--- src/rtl/arb_pkg.sv ---
// Shared encodings and default parameters for the job requester and its round-robin arbiter.
package arb_pkg;

    // Requester FSM encodings; 2'b11 is unused and recovers to StIdle.
    localparam logic [1:0] StIdle = 2'b00;
    localparam logic [1:0] StReq  = 2'b01;
    localparam logic [1:0] StXfer = 2'b10;

    localparam int unsigned DefFifoDepth = 4;
    localparam int unsigned DefLenW      = 4;
    localparam int unsigned DefTimeout   = 15;

    // Round-robin arbiter encodings.
    typedef enum logic [1:0] {
        ArbIdle  = 2'b00,
        ArbGrant = 2'b01,
        ArbHold  = 2'b10
    } arb_state_e;

endpackage

--- src/rtl/job_fifo.sv ---
// Power-of-two job queue; pointers carry one extra wrap bit so full and empty are distinct.
module job_fifo #(
    parameter int unsigned DEPTH = 4,
    parameter int unsigned WIDTH = 4
) (
    input  logic             clk,
    input  logic             rstn,
    input  logic             push,
    input  logic             pop,
    input  logic [WIDTH-1:0] din,
    output logic [WIDTH-1:0] dout,
    output logic             full,
    output logic             empty
);
    localparam int unsigned AW = $clog2(DEPTH);

    logic [WIDTH-1:0] mem [DEPTH];
    logic [AW:0]      wptr_q, rptr_q;
    logic             do_push, do_pop;

    assign empty   = (wptr_q == rptr_q);
    assign full    = (wptr_q[AW] != rptr_q[AW]) && (wptr_q[AW-1:0] == rptr_q[AW-1:0]);
    assign dout    = mem[rptr_q[AW-1:0]];
    assign do_push = push && !full;
    assign do_pop  = pop && !empty;

    always_ff @(posedge clk or negedge rstn) begin
        if (!rstn) begin
            wptr_q <= '0;
            rptr_q <= '0;
        end else begin
            if (do_push) wptr_q <= wptr_q + (AW+1)'(1);
            if (do_pop)  rptr_q <= rptr_q + (AW+1)'(1);
        end
    end

    always_ff @(posedge clk) begin
        if (do_push) mem[wptr_q[AW-1:0]] <= din;
    end

endmodule

--- src/rtl/arb_requester.sv ---
// Queues burst jobs, requests the shared arbiter for each one and streams its beats once granted.
module arb_requester
    import arb_pkg::*;
#(
    parameter int unsigned FIFO_DEPTH = DefFifoDepth,
    parameter int unsigned LEN_W      = DefLenW,
    parameter int unsigned TIMEOUT    = DefTimeout
) (
    input  logic             clk,
    input  logic             rstn,
    input  logic             job_valid,
    input  logic [LEN_W-1:0] job_len,
    output logic             job_ready,
    input  logic             gnt,
    output logic             req,
    output logic             beat_valid,
    output logic             beat_last,
    output logic             busy,
    output logic             starve
);
    localparam int unsigned      WaitW   = $clog2(TIMEOUT + 1);
    localparam logic [WaitW-1:0] WaitMax = WaitW'(TIMEOUT);

    logic [1:0]       state_q, state_d;
    logic [LEN_W-1:0] cnt_q, cnt_d;
    logic [WaitW-1:0] wait_q, wait_d, wait_inc;
    logic             req_q, req_d;
    logic             bv_q, bv_d;
    logic             bl_q, bl_d;
    logic             starve_q, starve_d;

    logic             fifo_full, fifo_empty, push, pop;
    logic [LEN_W-1:0] fifo_dout;

    // A push offered while full is dropped even if the same edge pops.
    assign push = job_valid && !fifo_full;

    job_fifo #(
        .DEPTH (FIFO_DEPTH),
        .WIDTH (LEN_W)
    ) u_job_fifo (
        .clk   (clk),
        .rstn  (rstn),
        .push  (push),
        .pop   (pop),
        .din   (job_len),
        .dout  (fifo_dout),
        .full  (fifo_full),
        .empty (fifo_empty)
    );

    assign wait_inc = wait_q + WaitW'(1);

    always_comb begin
        state_d  = state_q;
        cnt_d    = cnt_q;
        wait_d   = wait_q;
        req_d    = req_q;
        bv_d     = bv_q;
        bl_d     = bl_q;
        starve_d = starve_q;
        pop      = 1'b0;
        unique case (state_q)
            StIdle: begin
                if (!fifo_empty) begin
                    state_d = StReq;
                    req_d   = 1'b1;
                end
            end
            StReq: begin
                if (gnt) begin
                    pop      = 1'b1;
                    cnt_d    = fifo_dout;
                    state_d  = StXfer;
                    req_d    = 1'b0;
                    bv_d     = 1'b1;
                    bl_d     = (fifo_dout == '0);
                    wait_d   = '0;
                    starve_d = 1'b0;
                end else if (wait_q != WaitMax) begin
                    wait_d = wait_inc;
                    if (wait_inc == WaitMax) starve_d = 1'b1;
                end
            end
            StXfer: begin
                if (cnt_q == '0) begin
                    bv_d = 1'b0;
                    bl_d = 1'b0;
                    if (!fifo_empty) begin
                        state_d = StReq;
                        req_d   = 1'b1;
                    end else begin
                        state_d = StIdle;
                    end
                end else begin
                    cnt_d = cnt_q - LEN_W'(1);
                    bl_d  = (cnt_q == LEN_W'(1));
                end
            end
            default: begin
                state_d  = StIdle;
                cnt_d    = '0;
                wait_d   = '0;
                req_d    = 1'b0;
                bv_d     = 1'b0;
                bl_d     = 1'b0;
                starve_d = 1'b0;
            end
        endcase
    end

    always_ff @(posedge clk or negedge rstn) begin
        if (!rstn) begin
            state_q  <= StIdle;
            cnt_q    <= '0;
            wait_q   <= '0;
            req_q    <= 1'b0;
            bv_q     <= 1'b0;
            bl_q     <= 1'b0;
            starve_q <= 1'b0;
        end else begin
            state_q  <= state_d;
            cnt_q    <= cnt_d;
            wait_q   <= wait_d;
            req_q    <= req_d;
            bv_q     <= bv_d;
            bl_q     <= bl_d;
            starve_q <= starve_d;
        end
    end

    assign req        = req_q;
    assign beat_valid = bv_q;
    assign beat_last  = bl_q;
    assign starve     = starve_q;
    assign busy       = (state_q != StIdle) || !fifo_empty;
    assign job_ready  = !fifo_full;

endmodule
--- config.mk ---
export PLATFORM = sky130hd
export DESIGN_NAME = arb_requester
export DESIGN_NICKNAME = d
export VERILOG_FILES = /design/src/rtl/arb_pkg.sv /design/src/rtl/job_fifo.sv /design/src/rtl/arb_requester.sv
export SDC_FILE = /design/constraint.sdc
export NUM_CORES = 1
export LEC_CHECK = 0
export ABC_CLOCK_PERIOD_IN_PS = 3500
export CAP_MARGIN = 20
export CORE_MARGIN = 10
export CORE_UTILIZATION = 45
export DETAILED_ROUTE_END_ITERATION = 8
export PLACE_DENSITY = 0.64
export REMOVE_ABC_BUFFERS = 1
export SYNTH_ARGS = -nofsm -noshare
export SYNTH_HDL_FRONTEND = slang
export SYNTH_HIERARCHICAL = 1
export SYNTH_SLANG_ARGS = --single-unit
--- constraint.sdc ---
create_clock -name clk -period 3.5 [get_ports clk]
set_clock_uncertainty 0.1 [all_clocks]
set_input_delay 0.35 -clock clk [delete_from_list [all_inputs] [get_ports clk]]
set_output_delay 0.35 -clock clk [all_outputs]
set_load 0.005 [all_outputs]
After elaboration in Yosys (flattened, before gate mapping)
Memories as Yosys holds them, arrays and structs flattened. Cells that the tools add are included.

$lt $le $gt $ge: 0. $mul: 0. Reduce and logical (&&, ||, !) cells: 19. Shift operators: 0. Muxes and demuxes: 29. $add $sub $neg: 4. Bitwise logic cells: 2. Eq/ne operators: 14. Divide/modulo/power cells: 0.

Operators with widths (count): two-way mux 4 bit (4); two-way mux 1 bit (15); case mux 4 bit (3 select lines) (1); AND reduction 3 bit (4); case mux 1 bit (3 select lines) (3); logical NOT 4 bit (2); inequality test 2 bit (second input constant) (4); case mux 4 bit (2 select lines) (1); adder 3 x 1 -> 3 bit (second input constant) (2); two-way mux 2 bit (3); inequality test 3 bit (second input constant) (2); case mux 2 bit (3 select lines) (1); AND reduction 2 bit (3); adder 4 x 1 -> 4 bit (second input constant) (1); equality test 4 x 1 -> 1 bit (second input constant) (1); equality test 4 bit (second input constant) (1); logical AND 1 bit (4); inequality test 4 bit (second input constant) (1); subtractor 4 x 1 -> 4 bit (second input constant) (1); equality test 3 bit (1); equality test 2 x 1 -> 1 bit (second input constant) (1); equality test 2 bit (1); equality test 2 bit (second input constant) (1); logical NOT 1 bit (2); other kinds (7) (8).

Bits in registers: 20. Logic and storage cells: 78. RAM bits: 16. Bits in latches: 0. Bits in read-only memories: 0. Output and inout bits: 6. Memories: 1. Input bits: 8.

Memories: u_job_fifo.mem (depth 4, width 4, rd ports 1, clocked after memory_dff 0, wr ports 1, RTL line job_fifo.sv:17) `logic [WIDTH-1:0] mem [DEPTH];`.

Longest topological paths before layout
Gate-level depths: netlist of the first run.

Word-level depth: 7. Depth in mapped cells: 8. Depth with buffers taken out: 7.

Modules after synthesis
The synthesis of the first run kept the hierarchy.

By module, submodules not included: job_fifo (seq. area each 630.6 um^2, cells each 70, instances 1, area an instance 1103.6 um^2); arb_requester (seq. area each 350.3 um^2, cells each 97, instances 1, area an instance 949.7 um^2).

Least setup slack after synthesis of the first run
No wires, ideal clock.

Kind: register to register. Start: register u_job_fifo.rptr_q[1]. End: memory u_job_fifo.mem[3][0] (enable). Period minus slack after synthesis: 1.931 ns. Path buffers: 1. Required time: 3.080 ns. Arrival: 1.511 ns. Path slack: 1.569 ns. Stages on the path, launching flop included: 8. Library setup time: 0.320 ns. Cell sequence: dfrtp_1 buf_6 xnor2_1 nand3_2 inv_1 nor2b_1 nand2_1 a31oi_4.

Longest elaborated chain between the ends: 7.

RTL lines: start, declared (RTL line job_fifo.sv:18) `logic [AW:0] wptr_q, rptr_q;`; start signal, assigned (RTL line job_fifo.sv:33) `if (do_pop) rptr_q <= rptr_q + (AW+1)'(1);`; equality test 2 bit (RTL line job_fifo.sv:22) `assign full = (wptr_q[AW] != rptr_q[AW]) && (wptr_q[AW-1:0] == rptr_q[AW-1:0]);`; logical AND 1 bit (RTL line job_fifo.sv:22); net fifo_full (RTL line arb_requester.sv:32) `logic fifo_full, fifo_empty, push, pop;`; logical NOT 1 bit (RTL line arb_requester.sv:36) `assign push = job_valid && !fifo_full;`; logical AND 1 bit (RTL line arb_requester.sv:36); net push (RTL line arb_requester.sv:32); logical AND 1 bit (RTL line job_fifo.sv:24) `assign do_push = push && !full;`; two-way mux 1 bit (RTL line job_fifo.sv:38) `if (do_push) mem[wptr_q[AW-1:0]] <= din;`; two-way mux 1 bit (not written as such) (RTL line job_fifo.sv:38); end, declared (RTL line job_fifo.sv:17).

The timed path passes the listed nets, and every way through them passes these cells.

Worst setup path in the final report of the first run
Start: register u_job_fifo.rptr_q[0]. End: output port busy.

Longest elaborated chain between the ends: 3.

RTL lines: equality test 3 bit (RTL line job_fifo.sv:21) `assign empty = (wptr_q == rptr_q);`; net fifo_empty (RTL line arb_requester.sv:32); logical NOT 1 bit (RTL line arb_requester.sv:136) `assign busy = (state_q != StIdle) || !fifo_empty;`; logical OR 1 bit (RTL line arb_requester.sv:136); end, declared (RTL line arb_requester.sv:18) `output logic busy,`.

The timed path passes the listed nets, and every way through them passes these cells.

==> results.sh, run 1 <==
export IMPL_status="finished clean"
export IMPL_chipWidth_microns=87.55
export IMPL_cts_buffers=5
export IMPL_fin_cells=236
export IMPL_cp_end_kind="output port"
export IMPL_ys_top_cells_by_area="dfrtp_1, edfxtp_1, ha_1"
export IMPL_criticalPathCategory="reg2out"
export IMPL_clockRootBuffer="clkbuf_8"
export IMPL_die_height_microns=87.55
export IMPL_grt_use_total=0.1109
export IMPL_routabilityCongestion=0.8571
export IMPL_hold_viol_final=0
export IMPL_crit_path_start="u_job_fifo/rptr_q[0]$_DFFE_PN0P_"
export IMPL_drt_initial_drc_count=32
export IMPL_netlist_area_sq_um=2053
export IMPL_cts_hold_buffers=0
export IMPL_ctsLongestPathBuffers=2
export IMPL_grt_pass1_vias=1364
export IMPL_cts_num_sinks=36
export IMPL_pin_count=14
export IMPL_yosys_area_top_type_share=0.2438
export IMPL_cp_max_fo=8
export IMPL_finalSetupViolCount=0
export IMPL_synth_enable_flop_cells=16
export IMPL_h_tree_depth=2
export IMPL_regArea_sq_um=980.9
export IMPL_r2r_start="u_job_fifo/rptr_q[0]$_DFFE_PN0P_"
export IMPL_finalNetCount=205
export IMPL_tns_ns=0
export IMPL_synth_largest_area_cell="dfrtp_1"
export IMPL_maxCapViolCount=0
export IMPL_dr_total_vias=1315
export IMPL_wl_per_cell_microns=15.98
export IMPL_core_sq_um=4384
export IMPL_placed_cells=227
export IMPL_numPortBuffers=13
export IMPL_max_freq_ghz=0.3926
export IMPL_synth_ff_type="dfrtp_1"
export IMPL_finalCriticalPeriod_ns=2.547
export IMPL_power_leakage_uw=0.0009368
export IMPL_cp_arrival_ns=2.10
export IMPL_synth_seq_cells=36
export IMPL_areaGrowthSynthToFinish_pct=13.16
export IMPL_clkSlewWorstSetupHoldPaths_ns=0.08
export IMPL_dieArea_sq_um=7664
export IMPL_cts_tree="yes"
export IMPL_yosysWarningCount=6
export IMPL_grt_pass1_wl_microns=6644
export IMPL_ir_worst_vdd_mv=0.5374
export IMPL_hpwl_microns=2827
export IMPL_grt_max_degree=21
export IMPL_nFillCells=380
export IMPL_drive_above_1_share=0.1630
export IMPL_grt_ovfl_total=0
export IMPL_power_density_nw_per_um2=854.8
export IMPL_start_util=0.4683
export IMPL_ctsResizeCount=0
export IMPL_fin_total_pwr_uw=1986
export IMPL_vias_per_cell=5.572
export IMPL_hp_class="in2async"
export IMPL_rsz0062_at_grt="no"
export IMPL_multi_input_area_sq_um=979.7
export IMPL_cts_setup_buffers=0
export IMPL_antennaDiodeCount=0
export IMPL_syn_inst=167
export IMPL_drc=0
export IMPL_cp_required_ns=3.05
export IMPL_slew_headroom=0.4791
export IMPL_worstSkewPairLatency_ns=0.29
export IMPL_synthArstFlopShare=0.5556
export IMPL_ys_seq_area_frac=0.4778
export IMPL_drt_wl_total_microns=3771
export IMPL_syn_avg_cell_area_sq_um=12.29
export IMPL_antenna_found_initial=0
export IMPL_rows=24
export IMPL_startpoint_type="flip-flop"
export IMPL_netlist_cell_type_count=48
export IMPL_worst_slew_pin_slew_ns=0.7798
export IMPL_period_share=0.7278
export IMPL_dr_pass1_iters=4
export IMPL_antenna_left=0
export IMPL_maxSlewViolCount=0
worst max-delay path, cell delays in order (launching register included):
cell	delay, ns
dfrtp_1	0.66
xor2_2	0.31
nor3_1	0.09
buf_4	0.17
nand2_1	0.06
clkdlybuf4s50_1	0.50
cells in the final DEF, fill, tap and decap left out, drive strengths merged, types with 5 or more instances in the layout:
cell type,instances
clkdlybuf4s50,13
inv,14
o21ai,6
a211oi,5
xnor2,5
o31ai,6
dfrtp,20
a21oi,10
clkbuf,5
edfxtp,16
nand2,6
nand2b,6
xor2,7
ha,14
nand3,6
power breakdown:
part           total (uW)  internal [uW]  switching (uW)  leakage (uW)
registers             701            566             135      0.000407
logic                 988            457             531      0.000490
clock network         298            141             157     0.0000404
layout make-up:
type / instances / share of cell area
timing repair buffer: 15 / 0.06570
multi-input combinational: 111 / 0.4216
inverter: 14 / 0.02262
clock buffer: 5 / 0.02962
tap: 52 / 0.02800
sequential: 36 / 0.4222
clock inverter: 3 / 0.01023
cell families (layout without fill, tap and decap cells):
family | Yosys count | in the layout | synth area share
AO/OA/AOI/OAI | 43 | 43 | 0.1670
flip-flops | 36 | 36 | 0.4778
AND/OR/NAND/NOR | 33 | 33 | 0.09202
buffers and inverters | 20 | 37 | 0.04509
adder cells (fa/ha/maj) | 14 | 14 | 0.08531
XOR/XNOR | 12 | 12 | 0.06216
multiplexers | 9 | 9 | 0.07069
per-layer routing:
metal / routed length [microns] / vias to the layer above / global-route usage
met2: 1762 / 31 / 0.1759
li1: - / 643 / -
met3: 222 / 6 / 0.03807
met5: 0 / - / 0
met4: 73 / 0 / 0.05362
met1: 1713 / 635 / 0.1314
per-stage QoR:
step	hold slack, ns	worst slack (ns)	area [sq um]	utilization
floorplan	-0.04559	1.483	2013	-
global placement	0.3774	1.269	2216	0.5054
detailed placement	0.3788	1.229	2216	0.5054
CTS	0.3959	0.9029	2308	0.5265
global route	0.2044	0.7287	2323	0.5300
finish	0.1872	0.9528	2323	0.5300
sequential cells by signal, indices dropped and copies added, names as in the netlist:
signal and flops:
req 1, u_job_fifo/rptr_q 3, starve 1, wait_q 4
beat_valid 1, u_job_fifo/wptr_q 3, cnt_q 4, state_q 2
beat_last 1, u_job_fifo/mem 16
synth_stat cells, types with 2 or more instances:
master     count
o31ai_1        3
inv_1         14
and2_1         2
xor2_1         5
nand3_1        5
nor2_1         2
and3_1         4
ha_1          14
o2bb2ai_1      3
edfxtp_1      16
o21ai_0        6
o21a_1         2
o31ai_2        3
buf_6          2
a21oi_1       10
xor2_2         2
buf_2          2
mux2_2         3
nor2b_1        2
xnor2_1        4
a211oi_1       3
dfrtp_1       20
a211oi_2       2
nand2b_1       6
nand2_1        6
mux4_2         4
final timing paths:
path,to,depth (start not counted),slack [ns]
max,busy,5,0.95
min,cnt_q[1]$_DFFE_PN0P_,1,0.19
max reg2reg,u_job_fifo/mem[3][2]$_DFFE_PP_,6,1.20
min reg2reg,req$_DFFE_PN0P_,1,0.39
max in group asynchronous,wait_q[0]$_DFFE_PN0P_,2,2.71
min in group clk,req$_DFFE_PN0P_,1,0.39
Note: power is estimated with default switching activity, not from simulation.
==> run 2: changes to the inputs <==
--- a/config.mk
+++ b/config.mk
@@ -5,12 +5,12 @@
 export SDC_FILE = /design/constraint.sdc
 export NUM_CORES = 1
 export LEC_CHECK = 0
-export ABC_CLOCK_PERIOD_IN_PS = 3500
+export ABC_CLOCK_PERIOD_IN_PS = 2260
 export CAP_MARGIN = 20
 export CORE_MARGIN = 10
 export CORE_UTILIZATION = 45
 export DETAILED_ROUTE_END_ITERATION = 8
-export PLACE_DENSITY = 0.64
+export PLACE_DENSITY = 0.66
 export REMOVE_ABC_BUFFERS = 1
 export SYNTH_ARGS = -nofsm -noshare
 export SYNTH_HDL_FRONTEND = slang
==> constraint.sdc (replaced) <==
create_clock -name clk -period 2.26 [get_ports clk]
set_clock_uncertainty 0.1 [all_clocks]
set_input_delay 0.226 -clock clk [delete_from_list [all_inputs] [get_ports clk]]
set_output_delay 0.226 -clock clk [all_outputs]
set_load 0.005 [all_outputs]
==> run 2 against run 1 <==
Effect of this change: sequential power is 53% higher; cell count is 4.2% higher; total power is 74% higher; via count is 1.7% higher; global-route usage is 0.33 points lower; non-clock buffer count is 10 higher; setup slack worse by 0.84 ns; wire length is 4.1% higher; hold slack worse by 0.0087 ns; sequential share of layout area is 2.2 points lower; critical path type unchanged; critical endpoint unchanged; largest cell class is now multi-input gates; largest power group unchanged; highest routed layer unchanged.
==> results.sh, run 2 (synthesis results as in run 1) <==
export IMPL_start_util=0.4683
export IMPL_slew_headroom=0.6847
export IMPL_power_leakage_uw=0.001004
export IMPL_pin_count=14
export IMPL_max_freq_ghz=0.4651
export IMPL_startpoint_type="flip-flop"
export IMPL_grt_ovfl_total=0
export IMPL_cp_arrival_ns=1.82
export IMPL_nFillCells=336
export IMPL_ir_worst_vdd_mv=0.7502
export IMPL_routabilityCongestion=0.8267
export IMPL_cts_buffers=5
export IMPL_period_share=0.9513
export IMPL_status="finished clean"
export IMPL_largest_reg_flops=16
export IMPL_drc=0
export IMPL_dr_pass1_iters=5
export IMPL_clkSlewWorstSetupHoldPaths_ns=0.08
export IMPL_dr_wl_met2_microns=1954
export IMPL_drt_initial_drc_count=101
export IMPL_areaGrowthSynthToFinish_pct=19.62
export IMPL_top_layer_used="met4"
export IMPL_fin_cells=246
export IMPL_power_density_nw_per_um2=1405
export IMPL_hold_viol_final=0
export IMPL_die_height_microns=87.55
export IMPL_placed_cells=235
export IMPL_drive_above_1_share=0.2216
export IMPL_clockRootBuffer="clkbuf_8"
export IMPL_hpwl_microns=2939
export IMPL_vias_per_cell=5.439
export IMPL_core_sq_um=4384
export IMPL_dr_total_vias=1338
export IMPL_dieArea_sq_um=7664
export IMPL_layout_common_cells="dfrtp_1, edfxtp_1, inv_1, ha_1, clkdlybuf4s50_1"
export IMPL_rows=24
export IMPL_cts_num_sinks=36
export IMPL_grt_pass1_vias=1397
export IMPL_maxSlewViolCount=0
export IMPL_maxCapViolCount=0
export IMPL_cp_max_fo=6
export IMPL_criticalPathCategory="reg2out"
export IMPL_grt_pass1_wl_microns=6665
export IMPL_worst_slew_pin_slew_ns=0.4719
export IMPL_h_tree_depth=2
export IMPL_antennaDiodeCount=0
export IMPL_placed_cell_area_sq_um=2276
export IMPL_drt_wl_total_microns=3924
export IMPL_grt_use_total=0.1076
export IMPL_grt_max_degree=21
export IMPL_met3_length_microns=147
export IMPL_ctsLongestPathBuffers=2
export IMPL_fin_total_pwr_uw=3452
export IMPL_antenna_found_initial=0
export IMPL_finalNetCount=215
export IMPL_finalSetupViolCount=0
export IMPL_finalCriticalPeriod_ns=2.150
export IMPL_chipWidth_microns=87.55
export IMPL_final_cell_area_sq_um=2456
export IMPL_cp_end_kind="output port"
export IMPL_route_layer_met1_wl_microns=1781
export IMPL_worstSkewPairLatency_ns=0.29
export IMPL_numPortBuffers=13
export IMPL_hp_class="in2async"
export IMPL_cp_required_ns=1.93
export IMPL_fin_util=0.5602
export IMPL_cts_hold_buffers=0
export IMPL_cts_tree="yes"
export IMPL_antenna_left=0
export IMPL_final_common_cell="dfrtp_1"
export IMPL_wl_per_cell_microns=15.95
[run 2: cell types whose count changed in the layout (fill, tap and decap cells not counted), sizes merged]
cell	delta
clkinvlp	-1
buf	+10
inv	+1
bufinv	+1
clkinv	-1
[run 2: final cells by class]
type / count / area (sq um) / share of cell area
well taps: 52 / 65.06 / 0.02649
inverters: 14 / 52.55 / 0.02140
clock buffers: 5 / 68.82 / 0.02802
repair buffers: 25 / 220.2 / 0.08966
clock inverters: 3 / 46.29 / 0.01885
flip-flops and latches: 36 / 982.2 / 0.3999
multi-input cells: 111 / 1021 / 0.4157
[run 2: metal layers]
| layer | track usage | up-vias |
|---|---|---|
| met2 | 0.1766 | 22 |
| met1 | 0.1296 | 649 |
| met5 | 0 | - |
| met4 | 0.04203 | 0 |
| li1 | - | 663 |
| met3 | 0.03157 | 4 |
[run 2: through the flow]
stage,hold slack (ns),setup slack (ns),setup TNS (ns)
2_1_floorplan,-0.1696,0.2429,0
3_3_place_gp,0.3764,0.2630,0
3_5_place_dp,0.3877,0.2336,0
4_1_cts,0.1765,0.05915,0
5_1_grt,0.1902,-0.002683,-0.002683
6_report,0.1784,0.1102,0
[run 2: timing repair]
item,4_1_cts,5_1_grt
gates resized for setup,2,4
cloned,0,0
setup buffers,0,3
setup endpoints to repair,1,2
pin swaps,0,1
[run 2: power by group]
| group | total [uW] | internal (uW) | leakage [uW] | switching (uW) |
|---|---|---|---|---|
| sequential | 1070 | 878 | 0.000406 | 194 |
| combinational | 1810 | 876 | 0.000543 | 931 |
| clock | 572 | 332 | 0.0000548 | 240 |
[run 2: worst paths after layout]
check                           depth (start not counted)  slack [ns]                             start                          endpoint
worst min-delay path                                    2        0.18                              rstn              cnt_q[3]$_DFFE_PN0P_
worst max register to register                          6        0.25  u_job_fifo/wptr_q[0]$_DFFE_PN0P_    u_job_fifo/mem[3][2]$_DFFE_PP_
worst max-delay path                                    4        0.11  u_job_fifo/wptr_q[0]$_DFFE_PN0P_                              busy
max in group asynchronous                               2        1.65                              rstn  u_job_fifo/wptr_q[2]$_DFFE_PN0P_
worst min register to register                          1        0.40                   req$_DFFE_PN0P_                   req$_DFFE_PN0P_
min in group clk                                        1        0.40                   req$_DFFE_PN0P_                   req$_DFFE_PN0P_
[run 2: critical path: stages (launching register included)]
cell and delay, ns:
dfrtp_1 0.52, xor2_4 0.24, nor3_4 0.24, nand2_1 0.07, clkdlybuf4s50_1 0.46
==> run 3: changes to the inputs <==
--- a/config.mk
+++ b/config.mk
@@ -10,9 +10,10 @@
 export CORE_MARGIN = 10
 export CORE_UTILIZATION = 45
 export DETAILED_ROUTE_END_ITERATION = 8
-export PLACE_DENSITY = 0.66
+export DONT_BUFFER_PORTS = 1
+export PLACE_DENSITY = 0.62
 export REMOVE_ABC_BUFFERS = 1
 export SYNTH_ARGS = -nofsm -noshare
 export SYNTH_HDL_FRONTEND = slang
-export SYNTH_HIERARCHICAL = 1
 export SYNTH_SLANG_ARGS = --single-unit
+export TNS_END_PERCENT = 100
==> run 3 against run 2 <==
Effect of this change: maximum frequency is 7.9% higher; hold slack worse by 0.10 ns; non-clock buffer count is 20 lower; first-iteration DRC count is 50% lower; wire length is 15% lower; area after synthesis is 10% lower; critical endpoint is now state_q[1]$_DFFE_PN0P_; via count is 15% lower; global-route usage is 0.82 points lower; flip-flop and latch count stayed put; combinational power is 41% lower; sequential share of layout area is 8.3 points higher.
==> results.sh, run 3 <==
export IMPL_dieArea_sq_um=7063
export IMPL_grt_ovfl_total=0
export IMPL_netlist_area_sq_um=1846
export IMPL_grt_use_total=0.09934
export IMPL_dr_wl_met2_microns=1558
export IMPL_clockRootBuffer="clkbuf_8"
export IMPL_synthArstFlopShare=0.5556
export IMPL_pin_count=14
export IMPL_synth_largest_area_cell="dfrtp_1"
export IMPL_grt_max_degree=21
export IMPL_layout_common_cells="dfrtp_1, edfxtp_1, ha_1"
export IMPL_hp_class="in2reg"
export IMPL_cp_endpoint="state_q[1]$_DFFE_PN0P_"
export IMPL_antennaDiodeCount=0
export IMPL_largest_reg_flops=16
export IMPL_crit_path_start="state_q[1]$_DFFE_PN0P_"
export IMPL_synth_most_common_cell="dfrtp_1"
export IMPL_cts_setup_buffers=0
export IMPL_numPortBuffers=0
export IMPL_finalNetCount=181
export IMPL_drc=0
export IMPL_cp_num_cells=6
export IMPL_fin_total_pwr_uw=2625
export IMPL_startpoint_type="flip-flop"
export IMPL_die_height_microns=84.04
export IMPL_cts_num_sinks=36
export IMPL_grt_pass1_wl_microns=5796
export IMPL_syn_avg_cell_area_sq_um=12.30
export IMPL_whs_path_depth=3
export IMPL_slowest_delay_ns=0.42
export IMPL_cp_arrival_ns=2.07
export IMPL_wl_per_cell_microns=15.85
export IMPL_r2r_slack_ns=0.27
export IMPL_slew_headroom=0.3545
export IMPL_maxSlewViolCount=0
export IMPL_top_layer_used="met4"
export IMPL_final_common_cell="dfrtp_1"
export IMPL_cts_hold_buffers=5
export IMPL_criticalPathCategory="reg2reg"
export IMPL_regArea_sq_um=980.9
export IMPL_rows=23
export IMPL_route_layer_met1_wl_microns=1558
export IMPL_ir_worst_vdd_mv=0.5025
export IMPL_syn_inst=150
export IMPL_final_cell_area_sq_um=2031
export IMPL_dr_total_vias=1133
export IMPL_hpwl_microns=2484
export IMPL_worstSkewPairLatency_ns=0.29
export IMPL_synth_ff_type="dfrtp_1"
export IMPL_start_util=0.4647
export IMPL_status="finished clean"
export IMPL_cts_buffers=5
export IMPL_yosys_area_top_type_share=0.2712
export IMPL_areaGrowthSynthToFinish_pct=10.03
export IMPL_netlist_cell_type_count=37
export IMPL_h_tree_depth=2
export IMPL_hold_ws_ns=0.07421
export IMPL_cp_required_ns=2.34
export IMPL_max_freq_ghz=0.5021
export IMPL_synth_enable_flop_cells=16
export IMPL_rsz0062_at_grt="no"
export IMPL_drt_initial_drc_count=50
export IMPL_worst_slew_pin_slew_ns=0.9651
export IMPL_cp_end_kind="flip-flop"
export IMPL_grt_pass1_vias=1169
export IMPL_crit_slowest_cell="dfrtp_1"
export IMPL_ctsLongestPathBuffers=2
export IMPL_crit_family="flip-flops"
export IMPL_ys_top_cells_by_area="dfrtp_1, edfxtp_1, ha_1"
export IMPL_maxCapViolCount=0
export IMPL_vias_per_cell=5.395
export IMPL_finalSetupViolCount=0
export IMPL_nFillCells=354
export IMPL_antenna_left=0
export IMPL_core_sq_um=3971
export IMPL_ctsResizeCount=0
export IMPL_placed_cell_area_sq_um=1888
export IMPL_path_cells="inv_1 > ha_1 > nand2b_1 > o21ai_1 > a21oi_1 > mux2_1"
export IMPL_clkSlewWorstSetupHoldPaths_ns=0.08
export IMPL_rr_worst_depth=6
export IMPL_ys_seq_area_frac=0.5315
export IMPL_drt_wl_total_microns=3328
export IMPL_multi_input_area_sq_um=807.0
export IMPL_r2r_start="state_q[1]$_DFFE_PN0P_"
export IMPL_routabilityCongestion=0.7831
export IMPL_drive_above_1_share=0.07500
export IMPL_finalCriticalPeriod_ns=1.992
export IMPL_cts_tree="yes"
export IMPL_met3_length_microns=158
export IMPL_hold_viol_final=0
export IMPL_yosysWarningCount=0
export IMPL_synth_seq_cells=36
export IMPL_crit_buf_inv=1
export IMPL_chipWidth_microns=84.04
export IMPL_synthTopCellsByCount="dfrtp_1, edfxtp_1, ha_1"
export IMPL_cp_max_fo=11
export IMPL_power_leakage_uw=0.0008192
export IMPL_power_density_nw_per_um2=1293
export IMPL_dr_pass1_iters=4
export IMPL_r2r_end="state_q[1]$_DFFE_PN0P_"
export IMPL_tns_ns=0
export IMPL_antenna_found_initial=0
export IMPL_period_share=0.8812
## run 3: changes by cell type after synthesis, sizes merged, moves of 3 or more
cell	change
buf	-3
nor2	+4
inv	-4
a21oi	-6
and3	-4
a2bb2oi	+3
a211oi	-5
o31ai	-6
nand2	+5
## run 3: how the worst min path moves through the flow
stage,startpoint,to,slack [ns]
floorplan,rstn,beat_last$_DFFE_PN0P_,-0.17
finish,gnt,wait_q[2]$_DFFE_PN0P_,0.07
detailed placement,rstn,state_q[0]$_DFFE_PN0P_,-0.17
CTS,gnt,wait_q[2]$_DFFE_PN0P_,0.08
global placement,rstn,state_q[0]$_DFFE_PN0P_,-0.17
global route,gnt,wait_q[2]$_DFFE_PN0P_,0.09
## run 3: cell families (layout without fill, tap and decap cells)
logic type      Yosys count  after routing  synth area share
compound gates           26             26            0.1031
xor+xnor                 12             12           0.05695
flops                    36             36            0.5315
fa+ha+maj                14             14           0.09492
buf+inv                  13             23           0.03118
simple gates             40             40            0.1092
mux                       9              9           0.07322
## run 3: power by group
part	internal, uW	leakage (uW)	switching, uW
registers	887	0.000404	198
clock network	218	0.0000404	250
logic	471	0.000375	601
total	1580	0.000819	1050
## run 3: area by class of cell
class / count / area share
flip-flops and latches: 36 / 0.4831
multi-input cells: 101 / 0.3974
clock buffers: 5 / 0.03389
well taps: 50 / 0.03081
repair buffers: 5 / 0.02465
inverters: 10 / 0.01848
clock inverters: 3 / 0.01171
## run 3: layer usage
metal | global-route usage | vias up
met2 | 0.1570 | 19
met4 | 0.04110 | 0
met1 | 0.1157 | 549
li1 | - | 560
met3 | 0.04004 | 5
met5 | 0 | -
## run 3: tightest hold or removal path, cell delays in order
cell	delay [ns]
nor2b_1	0.06
o21ai_1	0.08
a21oi_1	0.07
## run 3: through the flow
stage | instances | worst slack [ns] | utilization
after global placement | 197 | 0.3806 | 0.4754
after global routing | 210 | 0.07000 | 0.5113
after CTS | 210 | 0.2665 | 0.5113
final | 210 | 0.2684 | 0.5113
after floorplan | 147 | 0.4945 | -
after detailed placement | 197 | 0.3173 | 0.4754
